==> src/rtl/neuron_stream_loader.sv <==
// Byte-stream loader for the neuron datapath: packs inputs/weights, starts the neuron, returns its result.
// Optional NEURON_LOADER_WEIGHT_HOLD_EN keeps weights across runs until a timeout forces a reload.
module neuron_stream_loader #(
  parameter int INPUT_COUNT = 8,
  parameter int TIMEOUT     = 255
) (
  input  logic                     clk,
  input  logic                     rst_n,
  input  logic                     s_valid,
  input  logic [7:0]               s_data,
  output logic                     s_ready,
  output logic [INPUT_COUNT*8-1:0] neuron_inputs,
  output logic [INPUT_COUNT*8-1:0] neuron_weights,
  output logic                     neuron_start,
  input  logic                     neuron_ready,
  input  logic [7:0]               neuron_out,
  output logic                     m_valid,
  output logic [7:0]               m_data,
  input  logic                     m_ready,
  output logic                     timeout_err,
  output logic [2:0]               state_dbg
);

  // Handshakes: a beat transfers on a rising edge where valid && ready are both high;
  // valid, once raised by this block, stays high with stable data until that edge.

  typedef enum logic [2:0] {
    ST_LOAD  = 3'd0,
    ST_START = 3'd1,
    ST_GUARD = 3'd2,
    ST_WAIT  = 3'd3,
    ST_OUT   = 3'd4
  } state_t;

  localparam int CW = $clog2(2*INPUT_COUNT+1);
  localparam int TW = $clog2(TIMEOUT+1);
  localparam logic [CW-1:0] LAST_FULL = CW'(2*INPUT_COUNT-1);
  localparam logic [TW-1:0] WAIT_LAST = TW'(TIMEOUT-1);

  state_t          state;
  logic [CW-1:0]   cnt;
  logic [TW-1:0]   wait_cnt;
  logic [CW-1:0]   last_beat;

`ifdef NEURON_LOADER_WEIGHT_HOLD_EN
  localparam logic [CW-1:0] LAST_IN = CW'(INPUT_COUNT-1);
  logic weights_held;
  assign last_beat = weights_held ? LAST_IN : LAST_FULL;
`else
  assign last_beat = LAST_FULL;
`endif

  assign state_dbg = state;

  always_ff @(posedge clk or negedge rst_n) begin
    if (!rst_n) begin
      state          <= ST_LOAD;
      cnt            <= '0;
      wait_cnt       <= '0;
      s_ready        <= 1'b0;
      neuron_inputs  <= '0;
      neuron_weights <= '0;
      neuron_start   <= 1'b0;
      m_valid        <= 1'b0;
      m_data         <= '0;
      timeout_err    <= 1'b0;
`ifdef NEURON_LOADER_WEIGHT_HOLD_EN
      weights_held   <= 1'b0;
`endif
    end else begin
      case (state)
        ST_LOAD: begin
          s_ready <= 1'b1;
          if (s_valid && s_ready) begin
            for (int k = 0; k < INPUT_COUNT; k++) begin
              if (cnt == CW'(k))
                neuron_inputs[8*k +: 8] <= s_data;
              if (cnt == CW'(k + INPUT_COUNT))
                neuron_weights[8*k +: 8] <= s_data;
            end
            if (cnt == last_beat) begin
              cnt          <= '0;
              s_ready      <= 1'b0;
              neuron_start <= 1'b1;
              state        <= ST_START;
`ifdef NEURON_LOADER_WEIGHT_HOLD_EN
              weights_held <= 1'b1;
`endif
            end else begin
              cnt <= cnt + 1'b1;
            end
          end
        end
        ST_START: begin
          neuron_start <= 1'b0;
          wait_cnt     <= '0;
          state        <= ST_GUARD;
        end
        // Ready left high by the previous evaluation must not be taken as this run's result.
        ST_GUARD: state <= ST_WAIT;
        ST_WAIT: begin
          if (neuron_ready) begin
            m_data  <= neuron_out;
            m_valid <= 1'b1;
            state   <= ST_OUT;
          end else if (wait_cnt == WAIT_LAST) begin
            timeout_err <= 1'b1;
            m_data      <= '0;
            m_valid     <= 1'b1;
            state       <= ST_OUT;
`ifdef NEURON_LOADER_WEIGHT_HOLD_EN
            weights_held <= 1'b0;
`endif
          end else begin
            wait_cnt <= wait_cnt + 1'b1;
          end
        end
        ST_OUT: begin
          if (m_valid && m_ready) begin
            m_valid <= 1'b0;
            s_ready <= 1'b1;
            state   <= ST_LOAD;
          end
        end
        default: state <= ST_LOAD;
      endcase
    end
  end

endmodule
==> config.mk <==
export PLATFORM = sky130hd
export DESIGN_NAME = neuron_stream_loader
export DESIGN_NICKNAME = d
export VERILOG_FILES = /design/src/rtl/neuron_stream_loader.sv
export SDC_FILE = /design/constraint.sdc
export NUM_CORES = 1
export LEC_CHECK = 0
export BUFFER_PORTS_ARGS = -buffer_cell sky130_fd_sc_hd__buf_2
export CAP_MARGIN = 0
export CELL_PAD_IN_SITES_DETAIL_PLACEMENT = 0
export CELL_PAD_IN_SITES_GLOBAL_PLACEMENT = 1
export CORE_UTILIZATION = 46
export CTS_CLUSTER_DIAMETER = 60
export DETAILED_ROUTE_END_ITERATION = 8
export PLACE_DENSITY = 0.93
export REMOVE_ABC_BUFFERS = 1
export SETUP_SLACK_MARGIN = 0.4
export SYNTH_ARGS = -nofsm -noshare
export SYNTH_HDL_FRONTEND = slang
export SYNTH_SLANG_ARGS = --single-unit
==> constraint.sdc <==
create_clock -name clk -period 5.9 [get_ports clk]
set_input_delay 0.295 -clock clk [delete_from_list [all_inputs] [get_ports clk]]
set_output_delay 0.295 -clock clk [all_outputs]
set_load 0.01 [all_outputs]
[Yosys cells after proc, flatten, opt, wreduce, memory -nomap -nowiden]
Index checks and enable logic that the tools add are counted.
Widths: inputs -> output; s select.
Storage, ports and cells
  register bits: 156
  bits of input ports: 21
  output and inout port bits: 143
  logic and storage cells: 109
Operators by class
  $add $sub $neg: 2
  equality and inequality tests: 26
  mux-type cells: 23
  bitwise gates (word level): 1
  reductions and logical operators: 33
Operator list (count)
  $reduce_and 3->1: 20
  $eq 5x4->1 const B: 8
  $mux 8: 4
  $eq 5x3->1 const B: 4
  $pmux 8 s2: 1
  $mux 3: 5
  $pmux 3 s5: 1
  $eq 5x2->1 const B: 2
  $ne 2x2->1 const B: 5
  $reduce_bool 2->1: 5
  $add 8x1->8 const B: 1
  $eq 8x8->1 const B: 1
  $mux 1: 8
  $eq 3x2->1 const B: 2
  $pmux 1 s2: 3
  $reduce_and 2->1: 3
  $add 5x1->5 const B: 1
  $eq 5x1->1 const B: 1
  $logic_not 5->1: 1
  $mux 5: 1
  $reduce_and 4->1: 1
  $eq 3x1->1 const B: 1
  $eq 3x3->1 const B: 1
  $logic_not 3->1: 1
  3 further kinds: 4

[Logic depth before layout (Yosys ltp)]
Gate-level depths: netlist (run 1).
  depth after elaboration: 4
  mapped depth: 7
  depth with buffers taken out: 6

[Least setup slack after synthesis (run 1)]
No wires, ideal clock.
  path type: register to register
  from: register state[1], in the netlist state_dbg[1]
  to: register neuron_weights[0]
  setup time: 0.125 ns
  arrival time: 1.856 ns
  data required time: 5.775 ns
  setup slack: 3.919 ns
  cell stages (with the launch flop): 8
  buffers on the path: 3
  period minus slack after synthesis: 1.981 ns
  cell sequence: dfrtp_1 buf_4 nand4bb_1 clkbuf_2 nor4b_4 and2_1 buf_4 mux2_2
On the way
  cells in the longest elaborated chain, start to end: 2
RTL lines
  from (decl): line 40  | state_t state;
  from (signal assigned): line 57  | state <= ST_LOAD;
  from (signal assigned): line 85  | state <= ST_START;
  from (signal assigned): line 97  | state <= ST_GUARD;
  $logic_not 3->1: line 71  | case (state)
  $reduce_and 3->1 (no line)
  to (signal, indexed assignment): line 79  | neuron_weights[8*k +: 8] <= s_data;
  to (decl): line 13  | output logic [INPUT_COUNT*8-1:0] neuron_weights,
No other way between the ends.
A chain may end at the register's enable or synchronous reset.

[Final worst setup path (run 1)]
  from: register state[1], in the netlist state_dbg[1]
  to: register neuron_weights[7]
The elaborated chain is that of the path after synthesis.

==> results of run 1 <==
[worst max-delay path, cell delays in order (launching register included)]
cell and delay [ns]:
dfrtp_1 0.48, nand4bb_1 0.60, nor4b_4 0.50, and2_1 0.40
mux2_2 0.39
[routing by layer]
layer / up-vias / GRT usage (%)
li1: 1814 / -
met1: 2069 / 28.3
met2: 145 / 35.4
met3: 16 / 6.27
met4: 0 / 7.93
met5: - / 0
[worst max-delay path by stage]
stage                             from                 end  slack (ns)  cells past startpoint
after floorplan           state_dbg[1]  neuron_weights[56]        3.51                      3
after CTS                 state_dbg[1]  neuron_weights[63]        3.43                      3
final                     state_dbg[1]   neuron_weights[7]        3.42                      4
after global placement    state_dbg[2]   neuron_weights[6]        3.56                      4
after detailed placement  state_dbg[2]  neuron_weights[60]        3.43                      3
after global routing      state_dbg[2]  neuron_weights[24]        3.27                      4
[cell usage in the layout (no fill, tap or decap), drive strengths merged, types with 2 or more instances in the layout]
| cell type | instances |
|---|---|
| clkinv | 2 |
| clkbuf | 21 |
| nor4b | 2 |
| a31oi | 4 |
| dfrtp | 156 |
| a21o | 2 |
| nand4 | 5 |
| a21oi | 3 |
| and2 | 5 |
| nand3 | 12 |
| or3 | 2 |
| o21ai | 7 |
| mux2 | 128 |
| bufinv | 3 |
| a22o | 8 |
| nor2 | 9 |
| ha | 6 |
| and3 | 2 |
| clkinvlp | 6 |
| xnor2 | 3 |
| nand2 | 19 |
| o31ai | 2 |
| nor3 | 2 |
| buf | 164 |
| inv | 4 |
| o41ai | 2 |
[power breakdown]
| group | total, mW | switching, mW | internal [mW] |
|---|---|---|---|
| logic | 0.473 | 0.269 | 0.204 |
| clock network | 1.09 | 0.423 | 0.663 |
| registers | 1.30 | 0.113 | 1.19 |
[sequential cells by signal (all words and copies together), names as in the netlist]
signal	cells
neuron_inputs	64
cnt	5
neuron_start	1
timeout_err	1
m_data	8
wait_cnt	8
m_valid	1
neuron_weights	64
state_dbg	3
s_ready	1
[through the flow]
stage               setup slack, ns  power [mW]  hold WS (ns)  util, %  cells
floorplan                      3.51        1.57     -0.000591        -    393
global placement               3.56        1.77         0.325     54.4    733
detailed placement             3.43        1.79         0.338     54.4    733
CTS                            3.43        2.88        0.0815     58.9    766
global route                   3.27        2.99        0.0984     58.9    766
finish                         3.42        2.86        0.0984     58.9    766
[cell type report]
class	count	area [µm²]	share of cell area [%]
multi-input combinational	233	2210	28.4
clock inverter	11	145	1.87
tap	176	220	2.83
timing repair buffer	165	840	10.8
clock buffer	21	440	5.67
inverter	4	15.0	0.193
sequential	156	3900	50.2
[cells by family after synthesis]
family                   share of synthesized area, %
flip-flops                                       62.8
multiplexers                                     23.2
AND/OR/NAND/NOR                                  6.69
AO/OA/AOI/OAI                                    3.83
buffers and inverters                            1.67
adder cells (fa/ha/maj)                          1.21
XOR/XNOR                                        0.564
==> flow_metrics.env, run 1 <==
export IMPL_outcome="finished clean"
export IMPL_final_setup_viol_count=0
export IMPL_path_class="flop to flop"
export IMPL_grt_use_total_pct=22.0
export IMPL_antenna_cells=0
export IMPL_cts_setup_buffers=0
export IMPL_yosysTopAreaCell="dfrtp_1"
export IMPL_rsz0062_at_grt="false"
export IMPL_worstSetupEndpointType="flop"
export IMPL_grt_pass1_vias=4277
export IMPL_r2r_end="neuron_weights[7]"
export IMPL_fp_coreArea_um2=13200
export IMPL_skew_ns=0.00795
export IMPL_vias=4044
export IMPL_cts_hold_buffers=1
export IMPL_timing_max_cap_violations=0
export IMPL_ys_seq_area_share_pct=62.8
export IMPL_min_to="m_data[0]"
export IMPL_die_y_um=118
export IMPL_cts_sinks=156
export IMPL_ys_warnings_count=0
export IMPL_clock_root_buffer="clkbuf_16"
export IMPL_wl_met2_mm=7.13
export IMPL_pin_count=164
export IMPL_grt_max_degree=87
export IMPL_place_area_um2=7180
export IMPL_rows=42
export IMPL_hold_violations=0
export IMPL_dieWidth_um=118
export IMPL_synth_edf_count=0
export IMPL_num_fill_cells=1054
export IMPL_avgSynthCellArea_um2=15.1
export IMPL_cts_path_max_buffers=2
export IMPL_max_slew_margin_pct=30.3
export IMPL_synthArstFlopShare_pct=100
export IMPL_fin_crit_sh_pct=42.0
export IMPL_drtPass1Iterations=4
export IMPL_route_top_layer_used="met4"
export IMPL_h_tree_depth=4
export IMPL_synth_cell_types=42
export IMPL_dp_final_hpwl_mm=9.77
export IMPL_tns_ns=0
export IMPL_tightest_slew_ns=1.05
export IMPL_drv_slew=0
export IMPL_synth_area_top_cells="dfrtp_1 63%, mux2_2 23%, ha_1 1.2%, a22o_1 1.1%, nand2_1 0.79%"
export IMPL_cts_made_buffers=17
export IMPL_netlist_area_leader_share_pct=62.8
export IMPL_ff2ff_setup_slack_ns=3.42
export IMPL_cp_arrival_ns=2.78
export IMPL_portBuffers=163
export IMPL_synthCells=412
export IMPL_fin_area_um2=7770
export IMPL_antenna_found_initial=0
export IMPL_ys_ff_latch=156
export IMPL_synth_commonest_cells="156 x dfrtp_1, 126 x mux2_2, 13 x nand2_1"
export IMPL_drc_errors=0
export IMPL_min_delay_path_depth=2
export IMPL_synthFlopType="dfrtp_1"
export IMPL_clk_latency_ns=0.42
export IMPL_fmax_mhz=403
export IMPL_syn2layout_area_growth_pct=25.1
export IMPL_synth_area_um2=6210
export IMPL_dieArea_um2=14000
export IMPL_routabilityCongestion=0.840
export IMPL_p_per_area_nw_per_um2=368
export IMPL_critPathLaunchType="flop"
export IMPL_synth_most_common_cell="dfrtp_1"
export IMPL_hp_class="input pin to flop"
export IMPL_cts_tree="built"
export IMPL_layout_min_cycle_time_ns=2.48
export IMPL_hold_start="neuron_out[0]"
export IMPL_met3_length_um=864
export IMPL_path_max_fanout=9
export IMPL_drive_above_1_share_pct=57.3
export IMPL_first_iter_violations=263
export IMPL_via_per_inst=5.28
export IMPL_leakage_nw=4.35
export IMPL_cts_reportedPaths_clkPinSlew_ns=0.06
export IMPL_routedWlPerCell_um=18.9
export IMPL_routed_wl_mm=14.5
export IMPL_r2r_start="state_dbg[1]"
export IMPL_met1_length_mm=6.30
export IMPL_peakVddDrop_uv=227
export IMPL_required_ns=6.20
export IMPL_ant_nets=0
export IMPL_grt_overflow=0
export IMPL_rr_worst_depth=4
export IMPL_finalNetCount=604
export IMPL_grt_pass1_wl_mm=23.4
export IMPL_cts_resized=0
export IMPL_start_util_pct=47.1
Note: power is estimated with default switching activity, not from simulation.
==> inputs of run 2 (changes only) <==
Settings changed: ABC_AREA from default to 1, CORE_UTILIZATION 46 to 35, PLACE_DENSITY 0.93 to 0.83.
Clock period 5.9 ns to 2.25 ns, I/O delays scaled along.
==> flow_metrics.env, run 2 <==
export IMPL_fmax_mhz=565
export IMPL_syn2layout_area_growth_pct=30.2
export IMPL_p_comb_share_pct=27.4
export IMPL_dieWidth_um=136
export IMPL_fin_crit_sh_pct=78.7
export IMPL_via_per_inst=4.74
export IMPL_grt_max_degree=70
export IMPL_routed_wl_mm=17.0
export IMPL_synth_commonest_cells="251 x nand2_1, 156 x dfrtp_1, 117 x o21ai_0"
export IMPL_cp_startpoint="cnt[0]"
export IMPL_cts_path_max_buffers=2
export IMPL_ys_seq_area_share_pct=61.9
export IMPL_synthCells=683
export IMPL_ys_ff_latch=156
export IMPL_dieArea_um2=18500
export IMPL_routabilityCongestion=0.773
export IMPL_layout_commonest_cell="nand2_1"
export IMPL_drive_above_1_share_pct=26.7
export IMPL_synth_area_top_cells="dfrtp_1 62%, nand2_1 15%, o21ai_0 9.3%, inv_1 1.9%, nand3_1 1.8%"
export IMPL_p_sw_mw=3.34
export IMPL_clock_root_buffer="clkbuf_16"
export IMPL_power_mw=9.73
export IMPL_final_util_pct=47.1
export IMPL_intPower_mw=6.38
export IMPL_hold_violations=0
export IMPL_crit_slowest_cell="dfrtp_1"
export IMPL_r2r_start="cnt[0]"
export IMPL_tns_ns=0
export IMPL_finalNetCount=890
export IMPL_cp_endpoint="neuron_weights[48]"
export IMPL_crit_chain="inv_1, ha_1, inv_1, nor2_1, nand2_1, nand2_1, o21ai_0"
export IMPL_cts_sinks=156
export IMPL_pin_count=164
export IMPL_path_max_fanout=16
export IMPL_clk_latency_ns=0.42
export IMPL_synthFlopType="dfrtp_1"
export IMPL_critPathLaunchType="flop"
export IMPL_drtPass1Iterations=5
export IMPL_outcome="finished clean"
export IMPL_max_slew_margin_pct=56.8
export IMPL_grt_use_total_pct=19.4
export IMPL_path_delay_family="simple AND/OR/NAND/NOR gates"
export IMPL_cts_tree="built"
export IMPL_start_util_pct=36.2
export IMPL_clock_power_share_pct=31.6
export IMPL_first_iter_violations=374
export IMPL_dp_final_hpwl_mm=11.5
export IMPL_rsz0062_at_grt="true"
export IMPL_peakVddDrop_uv=667
export IMPL_ys_warnings_count=0
export IMPL_final_cell_mix="250 x nand2_1, 162 x buf_2, 156 x dfrtp_1"
export IMPL_leakage_nw=4.51
export IMPL_layout_min_cycle_time_ns=1.77
export IMPL_synth_area_um2=6300
export IMPL_grt_overflow=0
export IMPL_r2r_end="neuron_weights[48]"
export IMPL_final_setup_viol_count=0
export IMPL_hp_class="input pin to flop"
export IMPL_drc_errors=0
export IMPL_rr_worst_depth=7
export IMPL_vias=5211
export IMPL_ff2ff_setup_slack_ns=0.48
export IMPL_h_tree_depth=4
export IMPL_top_regs="neuron_inputs x64, neuron_weights x64"
export IMPL_cp_arrival_ns=2.04
export IMPL_worstSetupEndpointType="flop"
export IMPL_antenna_found_initial=0
export IMPL_grt_pass1_wl_mm=27.3
export IMPL_cp_depth=7
export IMPL_critPathBufInv=2
export IMPL_routedWlPerCell_um=15.5
export IMPL_synth_cell_types=29
export IMPL_holdWs_ns=0.0220
export IMPL_path_class="flop to flop"
export IMPL_synthArstFlopShare_pct=100
export IMPL_synth_most_common_cell="nand2_1"
export IMPL_avgSynthCellArea_um2=9.23
export IMPL_yosysTopAreaCell="dfrtp_1"
export IMPL_ant_nets=0
export IMPL_slowest_delay_ns=0.41
export IMPL_rows=48
export IMPL_tightest_slew_ns=0.648
export IMPL_timing_max_cap_violations=0
export IMPL_p_sw_share_pct=34.4
export IMPL_p_seq_share_pct=41.0
export IMPL_die_y_um=136
export IMPL_grt_pass1_vias=4940
export IMPL_synth_edf_count=0
export IMPL_cts_reportedPaths_clkPinSlew_ns=0.06
export IMPL_skew_ns=0.00904
export IMPL_min_delay_path_depth=3
export IMPL_drv_slew=0
export IMPL_netlist_area_leader_share_pct=61.9
export IMPL_antenna_cells=0
export IMPL_portBuffers=163
export IMPL_cts_made_buffers=17
export IMPL_required_ns=2.52
export IMPL_p_per_area_nw_per_um2=1190
export IMPL_fp_coreArea_um2=17400
-- run 2: cell count changes after synthesis, sizes merged, moves of 4 or more --
cell,delta
inv,+34
nor2,+21
and2,-5
nand3,+13
a22o,-8
a31oi,-4
nor3,+8
mux2,-128
nand2,+239
o21ai,+120
-- run 2: power by group through the flow --
stage	clock network [mW]	logic, mW	registers [mW]
after detailed placement	0	2.60	4.01
after floorplan	0	1.08	4.31
after global placement	0	2.56	4.01
final	3.07	2.66	3.99
after global routing	3.25	3.03	4.09
after CTS	3.13	2.61	3.98
-- run 2: cells by family (layout without fill, tap and decap cells) --
family	Yosys count	in the layout	synth area share, %
compound gates	135	135	10.8
xor+xnor	2	2	0.278
fa+ha+maj	6	6	1.19
buf+inv	57	249	3.83
flops	156	156	61.9
simple gates	327	327	21.9
-- run 2: tightest hold or removal path, stage by stage --
cell and delay [ns]:
buf_2 0.17, nand2_1 0.08, nand2_1 0.04
-- run 2: worst min-delay path by stage --
stage	endpoint	slack [ns]	from
3_3_place_gp	neuron_weights[12]	0.18	rst_n
4_1_cts	neuron_weights[21]	0.002	s_data[5]
6_report	neuron_weights[21]	0.02	s_data[5]
5_1_grt	neuron_weights[22]	0.01	s_data[6]
2_1_floorplan	cnt[0]	-0.18	rst_n
3_5_place_dp	neuron_weights[12]	0.17	rst_n
-- run 2: per-layer routing --
| layer | wire (µm) | up-vias | global-route usage, % |
|---|---|---|---|
| li1 | - | 2565 | - |
| met1 | 8070 | 2485 | 27.1 |
| met2 | 7570 | 150 | 28.2 |
| met3 | 1260 | 11 | 6.52 |
| met4 | 138 | 0 | 5.62 |
| met5 | 0 | - | 0 |
-- run 2: repair_timing --
item | in CTS | in global routing
hold endpoints to repair | 75 | 0
hold buffers | 9 | 0
setup buffers | 0 | 2
resized for setup | 0 | 16
endpoints found under the setup margin | 0 | 88
-- run 2: area by class of cell --
| type | count | area (µm²) |
|---|---|---|
| fillers | 1677 | 9210 |
| clock buffers | 19 | 443 |
| multi-input cells | 470 | 2240 |
| well taps | 225 | 282 |
| flip-flops and latches | 156 | 3900 |
| clock inverters | 12 | 184 |
| inverters | 39 | 153 |
| repair buffers | 179 | 1000 |
-- run 2: stage by stage --
| step | area [µm²] | cells | setup WS, ns |
|---|---|---|---|
| after floorplan | 6210 | 665 | 0.663 |
| after global placement | 7380 | 1058 | 0.472 |
| after detailed placement | 7380 | 1058 | 0.442 |
| after CTS | 8090 | 1098 | 0.434 |
| after global routing | 8210 | 1100 | 0.309 |
| final | 8210 | 1100 | 0.480 |
==> inputs of run 3 (changes only) <==
Settings changed: CORE_UTILIZATION 35 to 39, PLACE_DENSITY 0.83 to 0.87.
Clock period 2.25 ns to 1.7 ns, I/O delays scaled along.
==> flow_metrics.env, run 3 (synthesis results as in run 2) <==
export IMPL_path_delay_family="flip-flops"
export IMPL_grt_pass1_vias=5384
export IMPL_final_cell_mix="206 x nand2_1, 161 x buf_2, 152 x dfrtp_1"
export IMPL_holdWs_ns=0.0389
export IMPL_p_per_area_nw_per_um2=1530
export IMPL_final_setup_viol_count=0
export IMPL_cts_path_max_buffers=2
export IMPL_fmax_mhz=634
export IMPL_clock_root_buffer="clkbuf_16"
export IMPL_cp_startpoint="cnt[1]"
export IMPL_rows=46
export IMPL_min_delay_path_depth=3
export IMPL_crit_chain="buf_4, ha_1, inv_2, nor3_4, nand4_2, buf_6, nand2_1, o21ai_0"
export IMPL_hold_violations=0
export IMPL_rr_worst_depth=8
export IMPL_finalNetCount=976
export IMPL_cp_arrival_ns=1.86
export IMPL_ff2ff_setup_slack_ns=0.12
export IMPL_first_iter_violations=362
export IMPL_cts_tree="built"
export IMPL_antenna_cells=0
export IMPL_routedWlPerCell_um=17.0
export IMPL_crit_slowest_cell="dfrtp_1"
export IMPL_drive_above_1_share_pct=43.9
export IMPL_required_ns=1.98
export IMPL_timing_max_cap_violations=0
export IMPL_start_util_pct=39.8
export IMPL_outcome="finished clean"
export IMPL_worstSetupEndpointType="flop"
export IMPL_via_per_inst=5.02
export IMPL_rsz0062_at_grt="true"
export IMPL_tightest_slew_ns=0.505
export IMPL_min_to="m_data[7]"
export IMPL_cts_sinks=156
export IMPL_dieWidth_um=129
export IMPL_layout_min_cycle_time_ns=1.58
export IMPL_path_max_fanout=8
export IMPL_clk_latency_ns=0.43
export IMPL_vias=5910
export IMPL_cts_reportedPaths_clkPinSlew_ns=0.06
export IMPL_grt_use_total_pct=22.9
export IMPL_top_regs="neuron_inputs x64, neuron_weights x64"
export IMPL_fin_area_um2=9570
export IMPL_path_class="flop to flop"
export IMPL_dp_final_hpwl_mm=11.3
export IMPL_grt_max_degree=51
export IMPL_fin_crit_sh_pct=92.8
export IMPL_leakage_nw=5.08
export IMPL_peakVddDrop_uv=808
export IMPL_drc_errors=0
export IMPL_slowest_delay_ns=0.43
export IMPL_routed_wl_mm=20.1
export IMPL_h_tree_depth=4
export IMPL_antenna_found_initial=0
export IMPL_dieArea_um2=16700
export IMPL_cts_made_buffers=17
export IMPL_critPathBufInv=3
export IMPL_hold_start="neuron_ready"
export IMPL_portBuffers=163
export IMPL_fp_coreArea_um2=15800
export IMPL_pin_count=164
export IMPL_r2r_end="neuron_inputs[19]"
export IMPL_power_mw=14.6
export IMPL_r2r_start="cnt[1]"
export IMPL_ant_nets=0
export IMPL_grt_pass1_wl_mm=29.1
export IMPL_drv_slew=0
export IMPL_skew_ns=0.0149
export IMPL_placed_cells=1067
export IMPL_syn2layout_area_growth_pct=51.9
export IMPL_critPathLaunchType="flop"
export IMPL_fin_cells=1178
export IMPL_drtPass1Iterations=5
export IMPL_tns_ns=0
export IMPL_grt_overflow=0
export IMPL_layout_commonest_cell="nand2_1"
export IMPL_place_area_um2=7500
export IMPL_hp_class="input pin to flop"
export IMPL_die_y_um=129
export IMPL_routabilityCongestion=0.772
export IMPL_max_slew_margin_pct=66.3
[run 3: cell types whose count changed in the layout (fill, tap and decap cells not counted), sizes merged]
| cell | previous run | this run |
|---|---|---|
| dlygate4sd3 | 9 | 18 |
| inv | 41 | 40 |
| buf | 170 | 241 |
| clkinvlp | 3 | 2 |
| bufinv | 4 | 2 |
| clkinv | 3 | 5 |
| nand2 | 258 | 263 |
| clkbuf | 19 | 23 |
[run 3: what timing repair did]
item | 4_1_cts | 5_1_grt
pin swaps | 36 | 59
setup buffers | 35 | 15
setup endpoints to repair | 148 | 156
gates cloned | 8 | 3
resized for setup | 154 | 137
hold buffers | 18 | 0
endpoints found under the hold margin | 98 | 0
[run 3: metrics by stage]
step,utilization (%),setup slack (ns)
after floorplan,-,0.113
after global placement,47.4,0.0551
after detailed placement,47.4,0.0157
after CTS,56.8,0.201
after global routing,60.5,0.0354
final,60.5,0.123
[run 3: layer usage]
metal / share of wire [%] / GRT usage (%) / up-vias
li1: - / - / 2767
met4: 2.5 / 8.51 / 0
met2: 50 / 36.7 / 217
met1: 42 / 30.8 / 2890
met3: 5.3 / 4.67 / 36
met5: 0 / 0 / -
[run 3: area by class of cell]
type	count	area [µm²]
repair buffers	260	1820
inverters	39	191
flip-flops and latches	156	3910
clock inverters	10	113
well taps	216	270
clock buffers	22	474
fillers	1291	6250
multi-input cells	475	2800
[run 3: report_power, final]
| group | total, mW | internal (mW) | switching [mW] |
|---|---|---|---|
| Clock | 3.77 | 2.28 | 1.49 |
| Combinational | 5.49 | 2.34 | 3.15 |
| Sequential | 5.38 | 4.68 | 0.698 |
| Total | 14.6 | 9.31 | 5.34 |
[run 3: worst max-delay path by stage]
| stage | cells past startpoint | end | slack [ns] |
|---|---|---|---|
| after global routing | 8 | neuron_inputs[19] | 0.04 |
| after detailed placement | 8 | neuron_inputs[53] | 0.02 |
| final | 8 | neuron_inputs[19] | 0.12 |
| after floorplan | 7 | neuron_weights[10] | 0.11 |
| after CTS | 8 | neuron_inputs[38] | 0.20 |
| after global placement | 8 | neuron_weights[19] | 0.06 |
[run 3: worst register-to-register path, delay by kind of cell (launching register included)]
family / cells / cell delay, ns
compound gates: 1 / 0.09
simple gates: 3 / 0.38
flops: 1 / 0.43
fa+ha+maj: 1 / 0.15
buf+inv: 3 / 0.39
